$ cat src/rtl/alu_decoder.sv
// alu_decoder: decodes RV32I instruction words into ALU control fields and
// queues the results in a DEPTH-entry FIFO with valid/ready handshakes on
// both sides. Defining ALU_DEC_ILLEGAL_CNT_EN adds the IllegalCount port and
// a saturating counter of accepted illegal instructions.
module alu_decoder #(
    parameter int DEPTH = 2
) (
    input  logic        clk,
    input  logic        rst_n,
    input  logic        in_valid,
    output logic        in_ready,
    input  logic [31:0] Instr,
    output logic        out_valid,
    input  logic        out_ready,
    output logic [3:0]  ALUControl,
    output logic        ALUSrc,
    output logic [31:0] Imm,
    output logic [4:0]  Rd,
    output logic [4:0]  Rs1,
    output logic [4:0]  Rs2,
    output logic        RegWrite,
    output logic        Illegal
`ifdef ALU_DEC_ILLEGAL_CNT_EN
    ,
    output logic [7:0]  IllegalCount
`endif
);

    localparam int AW = (DEPTH > 1) ? $clog2(DEPTH) : 1;
    localparam int CW = $clog2(DEPTH + 1);
    localparam logic [CW-1:0] DEPTH_C = CW'(DEPTH);

    localparam logic [3:0] ALU_AND = 4'b0000;
    localparam logic [3:0] ALU_OR  = 4'b0001;
    localparam logic [3:0] ALU_ADD = 4'b0010;
    localparam logic [3:0] ALU_SUB = 4'b0110;

    typedef struct packed {
        logic [3:0]  alu;
        logic        src;
        logic [31:0] imm;
        logic [4:0]  rd;
        logic [4:0]  rs1;
        logic [4:0]  rs2;
        logic        rw;
        logic        ill;
    } dec_t;

    dec_t            mem_q [DEPTH];
    logic [AW-1:0]   wr_ptr_q, wr_ptr_d;
    logic [AW-1:0]   rd_ptr_q, rd_ptr_d;
    logic [CW-1:0]   count_q, count_d;
    // Held low through reset so in_ready only rises on the first clock after release.
    logic            rdy_en_q;
    logic            push, pop;
    dec_t            dec_d, head;

    // Pure combinational RV32I subset decode; anything unrecognised is all-zero with ill set.
    function automatic dec_t decode(input logic [31:0] ins);
        dec_t       d;
        logic [6:0] op;
        logic [2:0] f3;
        logic [6:0] f7;
        d  = '0;
        op = ins[6:0];
        f3 = ins[14:12];
        f7 = ins[31:25];
        d.ill = 1'b1;
        case (op)
            7'b0110011: begin
                if (f7 == 7'b0000000 && f3 == 3'b000) begin d.ill = 1'b0; d.alu = ALU_ADD; end
                else if (f7 == 7'b0100000 && f3 == 3'b000) begin d.ill = 1'b0; d.alu = ALU_SUB; end
                else if (f7 == 7'b0000000 && f3 == 3'b110) begin d.ill = 1'b0; d.alu = ALU_OR; end
                else if (f7 == 7'b0000000 && f3 == 3'b111) begin d.ill = 1'b0; d.alu = ALU_AND; end
                d.rw = 1'b1;
                d.rd = ins[11:7];
            end
            7'b0010011: begin
                if (f3 == 3'b000) begin d.ill = 1'b0; d.alu = ALU_ADD; end
                else if (f3 == 3'b110) begin d.ill = 1'b0; d.alu = ALU_OR; end
                else if (f3 == 3'b111) begin d.ill = 1'b0; d.alu = ALU_AND; end
                d.src = 1'b1;
                d.rw  = 1'b1;
                d.rd  = ins[11:7];
                d.imm = {{20{ins[31]}}, ins[31:20]};
            end
            7'b0000011: begin
                d.ill = (f3 != 3'b010);
                d.alu = ALU_ADD;
                d.src = 1'b1;
                d.rw  = 1'b1;
                d.rd  = ins[11:7];
                d.imm = {{20{ins[31]}}, ins[31:20]};
            end
            7'b0100011: begin
                d.ill = (f3 != 3'b010);
                d.alu = ALU_ADD;
                d.src = 1'b1;
                d.imm = {{20{ins[31]}}, ins[31:25], ins[11:7]};
            end
            7'b1100011: begin
                d.ill = (f3 != 3'b000);
                d.alu = ALU_SUB;
                d.imm = {{19{ins[31]}}, ins[31], ins[7], ins[30:25], ins[11:8], 1'b0};
            end
            default: d.ill = 1'b1;
        endcase
        if (d.ill) begin
            d     = '0;
            d.ill = 1'b1;
        end else begin
            d.rs1 = ins[19:15];
            d.rs2 = ins[24:20];
        end
        return d;
    endfunction

    assign in_ready  = rdy_en_q && (count_q < DEPTH_C);
    assign out_valid = (count_q != '0);
    assign push      = in_valid && in_ready;
    assign pop       = out_valid && out_ready;
    assign dec_d     = decode(Instr);
    assign head      = out_valid ? mem_q[rd_ptr_q] : '0;

    assign ALUControl = head.alu;
    assign ALUSrc     = head.src;
    assign Imm        = head.imm;
    assign Rd         = head.rd;
    assign Rs1        = head.rs1;
    assign Rs2        = head.rs2;
    assign RegWrite   = head.rw;
    assign Illegal    = head.ill;

    // Next-state for pointers and occupancy; simultaneous push and pop cancel in the count.
    always_comb begin
        wr_ptr_d = wr_ptr_q;
        rd_ptr_d = rd_ptr_q;
        count_d  = count_q;
        if (push) wr_ptr_d = wr_ptr_q + AW'(1);
        if (pop)  rd_ptr_d = rd_ptr_q + AW'(1);
        if (push && !pop)      count_d = count_q + CW'(1);
        else if (!push && pop) count_d = count_q - CW'(1);
    end

    // Queue control state; reset drops every queued entry.
    always_ff @(posedge clk or negedge rst_n) begin
        if (!rst_n) begin
            wr_ptr_q <= '0;
            rd_ptr_q <= '0;
            count_q  <= '0;
            rdy_en_q <= 1'b0;
        end else begin
            wr_ptr_q <= wr_ptr_d;
            rd_ptr_q <= rd_ptr_d;
            count_q  <= count_d;
            rdy_en_q <= 1'b1;
        end
    end

    // Entry storage; contents are only visible while counted, so no reset needed.
    always_ff @(posedge clk) begin
        if (push) mem_q[wr_ptr_q] <= dec_d;
    end

`ifdef ALU_DEC_ILLEGAL_CNT_EN
    logic [7:0] ill_cnt_q;
    assign IllegalCount = ill_cnt_q;

    // Counts illegal words at acceptance time, sticking at 255.
    always_ff @(posedge clk or negedge rst_n) begin
        if (!rst_n) begin
            ill_cnt_q <= '0;
        end else if (push && dec_d.ill && ill_cnt_q != 8'hFF) begin
            ill_cnt_q <= ill_cnt_q + 8'd1;
        end
    end
`endif

endmodule

$ cat config.mk
export PLATFORM = sky130hd
export DESIGN_NAME = alu_decoder
export DESIGN_NICKNAME = d
export VERILOG_FILES = /design/src/rtl/alu_decoder.sv
export SDC_FILE = /design/constraint.sdc
export NUM_CORES = 1
export LEC_CHECK = 0
export ABC_AREA = 1
export ABC_CLOCK_PERIOD_IN_PS = 3000
export BUFFER_PORTS_ARGS = -buffer_cell sky130_fd_sc_hd__buf_2
export CORE_ASPECT_RATIO = 1.4
export CORE_MARGIN = 1
export CORE_UTILIZATION = 35
export CTS_CLUSTER_DIAMETER = 30
export DETAILED_ROUTE_END_ITERATION = 7
export PLACE_DENSITY = 0.67
export SYNTH_ARGS = -nofsm -noshare
export SYNTH_HDL_FRONTEND = slang
export SYNTH_SLANG_ARGS = --single-unit
$ cat constraint.sdc
create_clock -name clk -period 3 [get_ports clk]
set_input_delay 0 -clock clk [delete_from_list [all_inputs] [get_ports clk]]
set_output_delay 0 -clock clk [all_outputs]
set_load 0.05 [all_outputs]
**Yosys cells after proc, flatten, opt, wreduce, memory -nomap -nowiden**

Memory sizes are Yosys's and may differ from the RTL's.
Index checks and enable logic that the tools add are counted.
W data, S select, Z words.

- Multiplexer cells: 26
- $lt $le $gt $ge: 1
- Add/subtract/negate cells: 4
- Reductions and logical operators: 20
- Eq/ne operators: 9

Operators by type and width:

| operator | count |
|---|---|
| $pmux W32 S3 | 1 |
| $mux W54 | 1 |
| $mux W42 | 1 |
| $eq A7 B6 Y1 const B | 3 |
| $mux W1 | 13 |
| $pmux W3 S4 | 1 |
| $mux W10 | 1 |
| $logic_and A1 B1 Y1 | 9 |
| $mux W2 | 4 |
| $eq A7 B2 Y1 const B | 1 |
| $eq A7 B5 Y1 const B | 1 |
| $eq A7 B7 Y1 const B | 1 |
| $logic_not A7 Y1 | 1 |
| $eq A3 B3 Y1 const B | 2 |
| $mux W3 | 2 |
| $reduce_or A3 Y1 | 2 |
| $mux W5 | 1 |
| $pmux W1 S4 | 1 |
| $reduce_bool A2 Y1 | 2 |
| $reduce_or A2 Y1 | 2 |
| $logic_not A3 Y1 | 1 |
| $ne A3 B2 Y1 const B | 1 |
| $reduce_bool A3 Y1 | 1 |
| $add A1 B1 Y1 const B | 2 |
| other kinds (4) | 5 |

- Input bits: 36
- Flip-flop bits (word level): 5
- Bits in writable memories: 108
- Memories: 1
- Word-level logic and storage cells: 65

Memory list:

| name | depth | width | read ports | clocked after Yosys merged registers in | write ports | RTL line | source |
|---|---|---|---|---|---|---|---|
| mem_q | 2 | 54 | 1 | 0 | 1 | 49 | `dec_t mem_q [DEPTH];` |

**Longest topological paths before layout**

Gate-level depths: netlist (run 1).

- Depth in word-level cells: 8
- Depth in mapped cells: 11
- Gate-level depth less buffers: 10

**Worst setup path before layout (run 1)**

No wires, ideal clock.

- Path type: reg2reg
- From: reg count_q[1]
- To: mem mem_q[0][0] (netlist bit), enable pin
- Arrival time: 2.837 ns
- Required time: 2.575 ns
- Cell stages (with the launch flop): 4
- Period minus slack after synthesis: 3.263 ns
- Setup slack: -0.263 ns
- Path buffers: 0
- Cells stage by stage: dfrtp_1 > nor2_1 > nand2_1 > nor2_1

- Longest elaborated chain between the ends: 5

Ends and longest elaborated chain:

| what | RTL line | source |
|---|---|---|
| from (decl) | 52 | `logic [CW-1:0] count_q, count_d;` |
| from (signal assigned) | 155 | `count_q <= count_d;` |
| $lt A2 B2 Y1 | 118 | `assign in_ready = rdy_en_q && (count_q < DEPTH_C);` |
| $logic_and A1 B1 Y1 | 118 |  |
| named net in_ready | 11 | `output logic in_ready,` |
| $logic_and A1 B1 Y1 | 120 | `assign push = in_valid && in_ready;` |
| $mux W1 | 162 | `if (push) mem_q[wr_ptr_q] <= dec_d;` |
| $mux W1 (implied by the code) | 162 |  |
| to (decl) | 49 |  |

The timed path passes the listed nets, and every way through them passes these cells.

**Final worst setup path (run 1)**

- From: reg rd_ptr_q
- To: out Imm[20]

- Longest elaborated chain between the ends: 2

Ends and longest elaborated chain:

| what | RTL line | source |
|---|---|---|
| from (decl) | 51 | `logic [AW-1:0] rd_ptr_q, rd_ptr_d;` |
| from (signal assigned) | 154 | `rd_ptr_q <= rd_ptr_d;` |
| $mem_v2 Z2 W54 | -- |  |
| $mux W54 | 123 | `assign head = out_valid ? mem_q[rd_ptr_q] : '0;` |
| to (decl) | 17 | `output logic [31:0] Imm,` |

Every way passes these cells.

==> results of run 1 <==
[cell usage in the layout (no fill, tap or decap)]
| cell type | Yosys | layout |
|---|---|---|
| xor2_1 | 2 | 2 |
| buf_2 | 0 | 90 |
| nand3_1 | 6 | 6 |
| xnor2_1 | 2 | 2 |
| nand3_2 | 1 | 1 |
| nand2_1 | 96 | 96 |
| a22oi_1 | 5 | 5 |
| o211ai_1 | 1 | 1 |
| edfxtp_1 | 68 | 68 |
| buf_4 | 20 | 7 |
| dlygate4sd3_1 | 0 | 2 |
| conb_1 | 2 | 2 |
| clkbuf_16 | 0 | 9 |
| a21oi_1 | 36 | 36 |
| nand2_2 | 3 | 3 |
| clkinv_2 | 0 | 2 |
| inv_1 | 40 | 40 |
| bufinv_16 | 0 | 2 |
| nor2_2 | 17 | 18 |
| clkbuf_1 | 10 | 1 |
| clkinv_4 | 0 | 1 |
| dfrtp_1 | 5 | 5 |
| nor2_8 | 1 | 1 |
| nor2_4 | 1 | 3 |
| o22ai_1 | 1 | 1 |
| inv_2 | 2 | 2 |
| clkinv_1 | 1 | 2 |
| ha_1 | 1 | 1 |
| nor2_1 | 32 | 29 |
| o21ai_0 | 2 | 2 |
[power breakdown]
| group | internal, mW | leakage, nW | switching (mW) |
|---|---|---|---|
| Sequential | 1.23 | 0.707 | 0.0476 |
| Clock | 0.722 | 0.154 | 0.373 |
| Combinational | 0.500 | 1.07 | 2.11 |
| Total | 2.45 | 1.93 | 2.53 |
[worst max-delay path, stage by stage (launching register included)]
cell,delay [ns]
dfrtp_1,0.38
buf_4,0.23
nand2_1,0.09
a21oi_1,0.81
buf_2,0.41
[what timing repair did]
action | in CTS | in global routing
hold buffers | 2 | 0
setup buffers | 0 | 0
hold endpoints to repair | 6 | 0
[how the worst max path moves through the flow]
stage,endpoint,startpoint,slack [ns],cells after the start
detailed placement,Imm[31],rd_ptr_q,1.06,4
CTS,Imm[31],rd_ptr_q,0.68,4
global placement,Imm[12],rd_ptr_q,1.16,4
global route,Imm[23],rd_ptr_q,0.46,4
finish,Imm[20],rd_ptr_q,0.74,4
floorplan,mem_q[0][0],count_q[1],-0.26,3
[per-layer routing]
layer  global-route usage, %  vias up  wire length, um
li1                        -     1290                -
met1                    14.6     1168             2770
met2                    27.9       71             4170
met3                    3.28       13              359
met4                    6.46        0              149
met5                       0        -                0
[final cells by class]
type                    instances  area (um^2)
multi-input cells             209          991
clock inverters                 6         82.6
flip-flops and latches         73         2170
inverters                      43          161
fillers                       901         5300
repair buffers                 99          523
clock buffers                  10          229
well taps                     132          165
[per-stage QoR]
step                      util [%]  setup TNS (ns)
after floorplan                  -          -17.85
final                         44.9               0
after detailed placement      41.5               0
after CTS                     44.9               0
after global placement        41.5               0
after global routing          44.9               0
[registers in the layout, indices dropped and copies added, names as in the netlist]
name / cells
mem_q: 68
count_q: 2
wr_ptr_q: 1
rdy_en_q: 1
rd_ptr_q: 1
[kinds of logic after synthesis]
logic type / after synthesis
buffers and inverters: 75
AO/OA/AOI/OAI: 45
XOR/XNOR: 4
other: 2
AND/OR/NAND/NOR: 157
adder cells (fa/ha/maj): 1
flip-flops: 73
==> flow_metrics.py, run 1 <==
metrics = {
    "outcome": {
        "outcome": "finished, final reports clean",
    },
    "sta": {
        "max_slew.worst_pin.slew_ns": 1.02,
        "timing.final.crit_period_ns": 2.26,
        "maxSlewViolCount": 0,
        "fmax_mhz": 443,
        "setup_viol": 0,
        "hold_ws_ns": 0.0151,
        "worst_clock_skew_ns": 0.00556,
        "fin_crit_sh_pct": 75.3,
        "hold_violations": 0,
        "max_slew_margin_pct": 32.3,
        "rsz0062_at_grt": "false",
        "fin_ws_ns": 0.742,
    },
    "yosys": {
        "muxShareOfSynthArea_pct": 0,
        "yosys.area_share.simple_pct": 19.3,
        "synthTopCellsByCount": "96 x nand2_1, 68 x edfxtp_1, 40 x inv_1",
        "synth_edf_count": 68,
        "syn_area_per_cell_um2": 9.84,
        "synth_top_area_share_pct": 58.1,
        "synth_xor_area_share_pct": 0.998,
        "ys_types": 25,
        "synth-compound-area-share_pct": 6.88,
        "yosysWarnings": 0,
        "synth.most_common_cell": "nand2_1",
        "synth-main-ff-cell": "edfxtp_1",
        "synth_nets": 394,
        "synthTopCellsByArea": "edfxtp_1 58%, nand2_1 10%, a21oi_1 5.1%",
        "yosys.area.top_type": "edfxtp_1",
        "seq_area_frac_synth_pct": 61.7,
        "async_flop_share_pct": 6.85,
        "synth_top_family_by_area": "simple AND/OR/NAND/NOR gates",
        "synth_area_um2": 3510,
        "ys_ff_latch": 73,
        "synth_fa_ha_area_share_pct": 0.356,
        "synth_cells": 357,
    },
    "floorplan": {
        "dieArea_um2": 10400,
        "rows": 42,
        "core_um2": 9620,
        "start_util_pct": 36.5,
        "die_w_um": 86.7,
        "die_y_um": 121,
        "num_io_pins": 92,
    },
    "placement": {
        "portBuffers": 90,
        "place_area_um2": 3990,
        "detailed_place_hpwl_um": 5260,
        "dp.cells": 554,
        "gp_congestion": 0.823,
        "pre_cts_slack_ns": 1.06,
    },
    "worst_setup_path": {
        "start_kind": "flip-flop",
        "required_ns": 3.00,
        "r2r_slack_ns": 1.26,
        "crit_arrival_ns": 2.26,
        "critical_path_class": "reg -> out",
        "critPathMaxFanout": 20,
        "r2r_end": "count_q[1]",
        "reg2regPathDepth": 8,
        "endpoint_kind": "output port",
        "rr_startpoint": "count_q[0]",
    },
    "clock_tree": {
        "cts_buffers": 9,
        "max-clock-path-buffers": 2,
        "cts_tree": "done",
        "htree_levels": 3,
        "cts_resized": 0,
        "worstSkewPairLatency_ns": 0.33,
        "cts_sinks": 73,
        "clk_pin_slew_ns": 0.06,
        "root_buffer": "clkbuf_16",
    },
    "pwr": {
        "p_leak_nw": 1.93,
        "power-per-cell-area_nw_per_um2": 1160,
        "total_power_mw": 4.99,
        "peakVddDrop_uv": 679,
    },
    "drt": {
        "wirelength_um": 7450,
        "detail-route-antenna-nets": 0,
        "route.detailed.drc": 0,
        "via_count": 2542,
        "drt_iter0_drc": 116,
        "drt-vias-per-instance": 4.44,
        "dr.pass1.iters": 6,
        "wl_per_cell_um": 13.0,
    },
    "global_route": {
        "grt.total_usage_pct": 14.6,
        "grt_pass1_wl_um": 11200,
        "antenna_found_initial": 1,
        "gr-total-overflow": 0,
        "grt_max_degree": 35,
        "grt_pass1_vias": 2399,
    },
    "final_layout": {
        "synthToLayoutAreaGrowth_pct": 23.0,
        "fin_nets": 472,
        "final_area_um2": 4320,
        "antennaDiodeCount": 0,
        "drive_gt1_share_pct": 31.6,
        "fin_cells": 572,
    },
    "worst_hold_path": {
        "hold_class": "in -> async",
    },
    "job": {
        "maxCapViolations": 0,
    },
}
Note: power is estimated with default switching activity, not from simulation.
==> inputs of run 2 (changes only) <==
Settings changed: ABC_AREA 1 to 0, ABC_CLOCK_PERIOD_IN_PS 3000 to 2100.
Clock period 3 ns to 2.1 ns, I/O delays scaled along.
==> run 2 against run 1 <==
Against the previous run: first-iteration DRC count is 1.7% higher; highest routed layer unchanged; die area is 1.0% higher; total power is 15% higher; sequential share of layout area is 0.49 points lower; count of clock-buffer cells in the layout stayed put; clock skew is 0.0013 ns higher; wire length is 1.8% lower; largest power group unchanged.
==> flow_metrics.py, run 2 <==
metrics = {
    "clock_tree": {
        "root_buffer": "clkbuf_16",
        "htree_levels": 3,
        "max-clock-path-buffers": 2,
        "cts_sinks": 73,
        "cts_buffers": 9,
        "cts_resized": 0,
        "cts_post_setup_buffers_inserted": 0,
        "worstSkewPairLatency_ns": 0.33,
        "clk_pin_slew_ns": 0.06,
        "cts_tree": "done",
    },
    "yosys": {
        "ys_ff_latch": 73,
        "synth_nets": 316,
        "yosys.area.top_type": "edfxtp_1",
        "syn_area_per_cell_um2": 12.7,
        "ys_types": 45,
        "muxShareOfSynthArea_pct": 9.59,
        "synth_top_area_share_pct": 57.5,
        "synth_area_um2": 3550,
        "synth-main-ff-cell": "edfxtp_1",
        "yosys.area_share.simple_pct": 15.1,
        "async_flop_share_pct": 6.85,
        "synth_edf_count": 68,
        "synth_cells": 279,
        "synth-compound-area-share_pct": 5.08,
        "synth_top_family_by_area": "simple AND/OR/NAND/NOR gates",
        "seq_area_frac_synth_pct": 61.1,
        "synth_fa_ha_area_share_pct": 0.352,
        "synthTopCellsByArea": "edfxtp_1 58%, mux2i_1 9.6%, nor2_1 5.0%",
        "synth_xor_area_share_pct": 1.48,
        "synth.most_common_cell": "edfxtp_1",
        "synthTopCellsByCount": "68 x edfxtp_1, 47 x nor2_1, 34 x mux2i_1",
        "yosysWarnings": 0,
    },
    "worst_hold_path": {
        "hold_class": "in -> async",
    },
    "drt": {
        "wirelength_um": 7310,
        "drt_iter0_drc": 118,
        "dr.pass1.iters": 4,
        "detail-route-antenna-nets": 0,
        "via_count": 2346,
        "route.detailed.drc": 0,
        "wl_per_cell_um": 14.7,
        "drt-vias-per-instance": 4.73,
    },
    "pwr": {
        "p_sw_mw": 2.49,
        "clkPwrFrac_pct": 25.6,
        "power_frac_comb_pct": 42.4,
        "peakVddDrop_uv": 432,
        "power-per-cell-area_nw_per_um2": 1310,
        "pwr-share-seq_pct": 32.0,
        "swShare_pct": 43.4,
        "p_leak_nw": 2.01,
        "intPower_mw": 3.24,
    },
    "sta": {
        "setup_viol": 0,
        "maxSlewViolCount": 0,
        "fmax_mhz": 577,
        "setup_tns_ns": 0,
        "timing.final.crit_period_ns": 1.73,
        "rsz0062_at_grt": "false",
        "worst_clock_skew_ns": 0.00683,
        "max_slew_margin_pct": 56.7,
        "max_slew.worst_pin.slew_ns": 0.644,
        "fin_crit_sh_pct": 82.6,
        "hold_violations": 0,
    },
    "final_layout": {
        "fillers": 940,
        "reg_top3": "mem_q x68, count_q x2",
        "synthToLayoutAreaGrowth_pct": 22.9,
        "largest-register": "mem_q",
        "final_cell_mix": "90 x buf_2, 68 x edfxtp_1, 44 x nor2_1, 34 x mux2i_1, 23 x and3_1",
        "seq_area_um2": 2170,
        "final_common_cell": "buf_2",
        "multiInputGateArea_um2": 1150,
        "largest_reg_flops": 68,
        "drive_gt1_share_pct": 33.5,
        "antennaDiodeCount": 0,
        "fin_nets": 393,
        "final_area_um2": 4360,
        "utilization_pct": 44.1,
    },
    "worst_setup_path": {
        "critical_path_class": "reg -> out",
        "crit_chain": "buf_12 > mux2i_1 > nor2_1 > buf_2",
        "r2r_slack_ns": 0.66,
        "crit_buf_inv": 2,
        "reg2regPathDepth": 7,
        "r2r_end": "count_q[1]",
        "endpoint_kind": "output port",
        "critPathMaxFanout": 24,
        "crit_arrival_ns": 1.73,
        "max_stage_delay_ns": 0.60,
        "start_kind": "flip-flop",
        "cp_slowest_cell": "dfrtp_2",
        "rr_startpoint": "count_q[1]",
        "required_ns": 2.10,
        "critPathTopFamily": "flip-flops",
    },
    "global_route": {
        "grt_pass1_wl_um": 11400,
        "grt_pass1_vias": 2267,
        "gr-total-overflow": 0,
        "grt.total_usage_pct": 14.7,
        "antenna_found_initial": 0,
        "grt_max_degree": 35,
    },
    "floorplan": {
        "num_io_pins": 92,
        "die_w_um": 87.1,
        "die_y_um": 121,
        "start_util_pct": 35.9,
        "core_um2": 9900,
        "dieArea_um2": 10600,
        "rows": 43,
    },
    "job": {
        "maxCapViolations": 0,
    },
    "placement": {
        "place_area_um2": 4030,
        "portBuffers": 90,
        "detailed_place_hpwl_um": 5170,
        "gp_congestion": 0.780,
    },
    "outcome": {
        "outcome": "finished, final reports clean",
    },
}
## run 2: worst reg2reg max path, stage by stage (launching register included)
cell and delay, ns:
dfrtp_1 0.42, nor2b_2 0.16, nand2_1 0.14, inv_1 0.10, ha_1 0.15, xor2_1 0.16
nor2_1 0.07, xor2_1 0.13
## run 2: worst max-delay path by stage
stage          cells past startpoint        from           end
3_5_place_dp                       5   Instr[26]  mem_q[0][52]
3_3_place_gp                       5   Instr[26]  mem_q[0][52]
5_1_grt                            4    rd_ptr_q         Rd[3]
2_1_floorplan                      3  count_q[1]   mem_q[0][0]
4_1_cts                            4    rd_ptr_q         Rd[4]
6_report                           4    rd_ptr_q         Rd[4]
## run 2: metrics by stage
stage	hold WS (ns)	setup WS, ns	power (mW)	cells
final	0.00499	0.366	5.73	496
after global placement	-0.182	0.291	4.30	475
after CTS	0.00590	0.324	5.79	496
after detailed placement	-0.182	0.210	4.32	475
after global routing	0.0207	0.248	5.98	496
after floorplan	-0.296	0.0315	3.88	279
## run 2: cells by family after synthesis
group / after synthesis
compound gates: 22
xor+xnor: 6
fa+ha+maj: 1
buf+inv: 38
flops: 73
mux: 34
other cells: 2
simple gates: 103
## run 2: metal layers
| layer | vias up | GRT usage [%] | part of all wire [%] |
|---|---|---|---|
| li1 | 1159 | - | - |
| met1 | 1122 | 16.6 | 41 |
| met2 | 53 | 25.4 | 53 |
| met3 | 12 | 4.22 | 4.0 |
| met4 | 0 | 6.45 | 2.1 |
| met5 | - | 0 | 0 |
## run 2: final cells by class
cell class	count	share of cell area [%]
clock buffer	10	5.25
clock inverter	6	1.32
inverter	4	0.344
multi-input combinational	168	26.3
sequential	73	49.7
tap	135	3.87
timing repair buffer	100	13.2
## run 2: power by group through the flow
stage | Clock [mW] | Combinational [mW] | Sequential [mW]
after global placement | 0 | 2.44 | 1.86
after floorplan | 0 | 2.09 | 1.79
final | 1.47 | 2.43 | 1.84
after CTS | 1.49 | 2.46 | 1.84
after global routing | 1.55 | 2.58 | 1.85
after detailed placement | 0 | 2.45 | 1.87
## run 2: repair_timing
| action | in CTS | in global routing |
|---|---|---|
| setup endpoints to repair | 0 | 0 |
| hold buffers | 5 | 0 |
| hold endpoints to repair | 12 | 0 |
==> inputs of run 3 (changes only) <==
Settings changed: ABC_CLOCK_PERIOD_IN_PS 2100 to 1800.
Clock period 2.1 ns to 1.8 ns, I/O delays scaled along.
==> run 3 against run 2 <==
Against the previous run: critical path type unchanged; worst setup slack lost 0.25 ns; clock power grew 3%; die area is the same; global-route usage is essentially flat; sequential share of layout area shrank 0.057 points; highest routed layer unchanged.
==> flow_metrics.py, run 3 (same netlist as run 2, synthesis figures left out) <==
metrics = {
    "clock_tree": {
        "worstSkewPairLatency_ns": 0.33,
        "htree_levels": 3,
        "cts_buffers": 9,
        "clk_pin_slew_ns": 0.05,
        "cts_tree": "done",
        "root_buffer": "clkbuf_16",
        "cts_post_setup_buffers_inserted": 0,
        "max-clock-path-buffers": 2,
        "cts_sinks": 73,
    },
    "final_layout": {
        "fin_cells": 498,
        "utilization_pct": 44.2,
        "antennaDiodeCount": 0,
        "fin_nets": 396,
        "final_cell_mix": "90 x buf_2, 68 x edfxtp_1, 44 x nor2_1, 34 x mux2i_1, 23 x and3_1",
        "final_common_cell": "buf_2",
        "largest_reg_flops": 68,
        "synthToLayoutAreaGrowth_pct": 23.2,
        "largest-register": "mem_q",
        "drive_gt1_share_pct": 35.0,
        "fillers": 949,
        "reg_top3": "mem_q x68, count_q x2",
    },
    "worst_setup_path": {
        "critPathMaxFanout": 20,
        "start_kind": "flip-flop",
        "critPathTopFamily": "flip-flops",
        "endpoint_kind": "output port",
        "crit_arrival_ns": 1.69,
        "crit_chain": "mux2i_1 > nor2_4 > buf_2",
        "max_stage_delay_ns": 0.58,
        "required_ns": 1.80,
        "critical_path_class": "reg -> out",
        "crit_buf_inv": 1,
        "cp_slowest_cell": "dfrtp_4",
    },
    "floorplan": {
        "die_w_um": 87.1,
        "num_io_pins": 92,
        "die_y_um": 121,
        "dieArea_um2": 10600,
        "core_um2": 9900,
        "rows": 43,
        "start_util_pct": 35.9,
    },
    "sta": {
        "rsz0062_at_grt": "false",
        "timing.final.crit_period_ns": 1.69,
        "fmax_mhz": 592,
        "hold_ws_ns": 0.00888,
        "setup_viol": 0,
        "worst_clock_skew_ns": 0.00389,
        "fin_crit_sh_pct": 93.9,
        "max_slew.worst_pin.slew_ns": 0.541,
        "max_slew_margin_pct": 63.7,
        "maxSlewViolCount": 0,
        "hold_violations": 0,
    },
    "placement": {
        "dp.cells": 479,
        "detailed_place_hpwl_um": 5120,
        "gp_congestion": 0.816,
        "portBuffers": 90,
    },
    "drt": {
        "drt-vias-per-instance": 4.75,
        "route.detailed.drc": 0,
        "drt_iter0_drc": 114,
        "dr.pass1.iters": 6,
        "detail-route-antenna-nets": 0,
        "wirelength_um": 7240,
        "wl_per_cell_um": 14.5,
        "via_count": 2367,
    },
    "pwr": {
        "p_leak_nw": 2.02,
        "power-per-cell-area_nw_per_um2": 1500,
        "peakVddDrop_uv": 482,
    },
    "global_route": {
        "grt_pass1_vias": 2236,
        "grt_max_degree": 35,
        "gr-total-overflow": 0,
        "antenna_found_initial": 0,
        "grt_pass1_wl_um": 11200,
        "grt.total_usage_pct": 14.6,
    },
    "outcome": {
        "outcome": "finished, final reports clean",
    },
    "worst_hold_path": {
        "hold_class": "in -> reg",
    },
    "job": {
        "maxCapViolations": 0,
    },
}
## run 3: repair_timing
item,CTS,global route
gates resized for setup,0,1
endpoints found under the hold margin,9,0
setup endpoints to repair,0,23
hold buffers,4,0
## run 3: path summary, 6_finish.rpt
kind | startpoint | endpoint | slack [ns] | cells after the start
setup / recovery | rd_ptr_q | Imm[12] | 0.11 | 3
hold / removal | Instr[18] | mem_q[1][10] | 0.009 | 2
max in group asynchronous | rst_n | rd_ptr_q | 1.61 | 2
min in group asynchronous | rst_n | rdy_en_q | 0.03 | 2
setup reg to reg | count_q[0] | count_q[1] | 0.38 | 7
hold reg to reg | count_q[0] | count_q[0] | 0.53 | 1
## run 3: power breakdown
part	switching (mW)	leakage (nW)	total (mW)	internal [mW]
sequential	0.132	0.769	2.14	2.01
clock	0.610	0.123	1.52	0.914
combinational	2.13	1.13	2.87	0.742
total	2.87	2.02	6.54	3.67
## run 3: worst reg2reg max path, delay by kind of cell (launching register included)
| family | cells | cell delay [ns] |
|---|---|---|
| xor+xnor | 2 | 0.29 |
| fa+ha+maj | 1 | 0.17 |
| buf+inv | 1 | 0.05 |
| flops | 1 | 0.41 |
| simple gates | 3 | 0.38 |
## run 3: per-stage QoR
stage	power (mW)	TNS [ns]	setup slack (ns)	area [um^2]
floorplan	4.55	-1.22	-0.0358	3580
global placement	5.06	0	0.138	4080
detailed placement	5.07	0	0.126	4080
CTS	6.60	0	0.0519	4370
global route	6.82	0	0.0139	4370
finish	6.54	0	0.111	4370
## run 3: cell type report
cell class,count,area (um^2),area share [%]
Clock inverter,4,21.3,0.486
Sequential cell,73,2170,49.6
Inverter,4,15.0,0.343
Multi-Input combinational cell,168,1160,26.5
Timing Repair Buffer,103,608,13.9
Tap cell,135,169,3.86
Clock buffer,11,233,5.32
## run 3: routing by layer
metal  vias up  wire length (um)  GRT usage, %  share of wire (%)
met1      1136              3010          18.0                 42
met3         9               299          3.33                4.1
li1       1165                 -             -                  -
met5         -                 0             0                  0
met4         0               212          8.09                2.9
met2        57              3720          23.7                 51
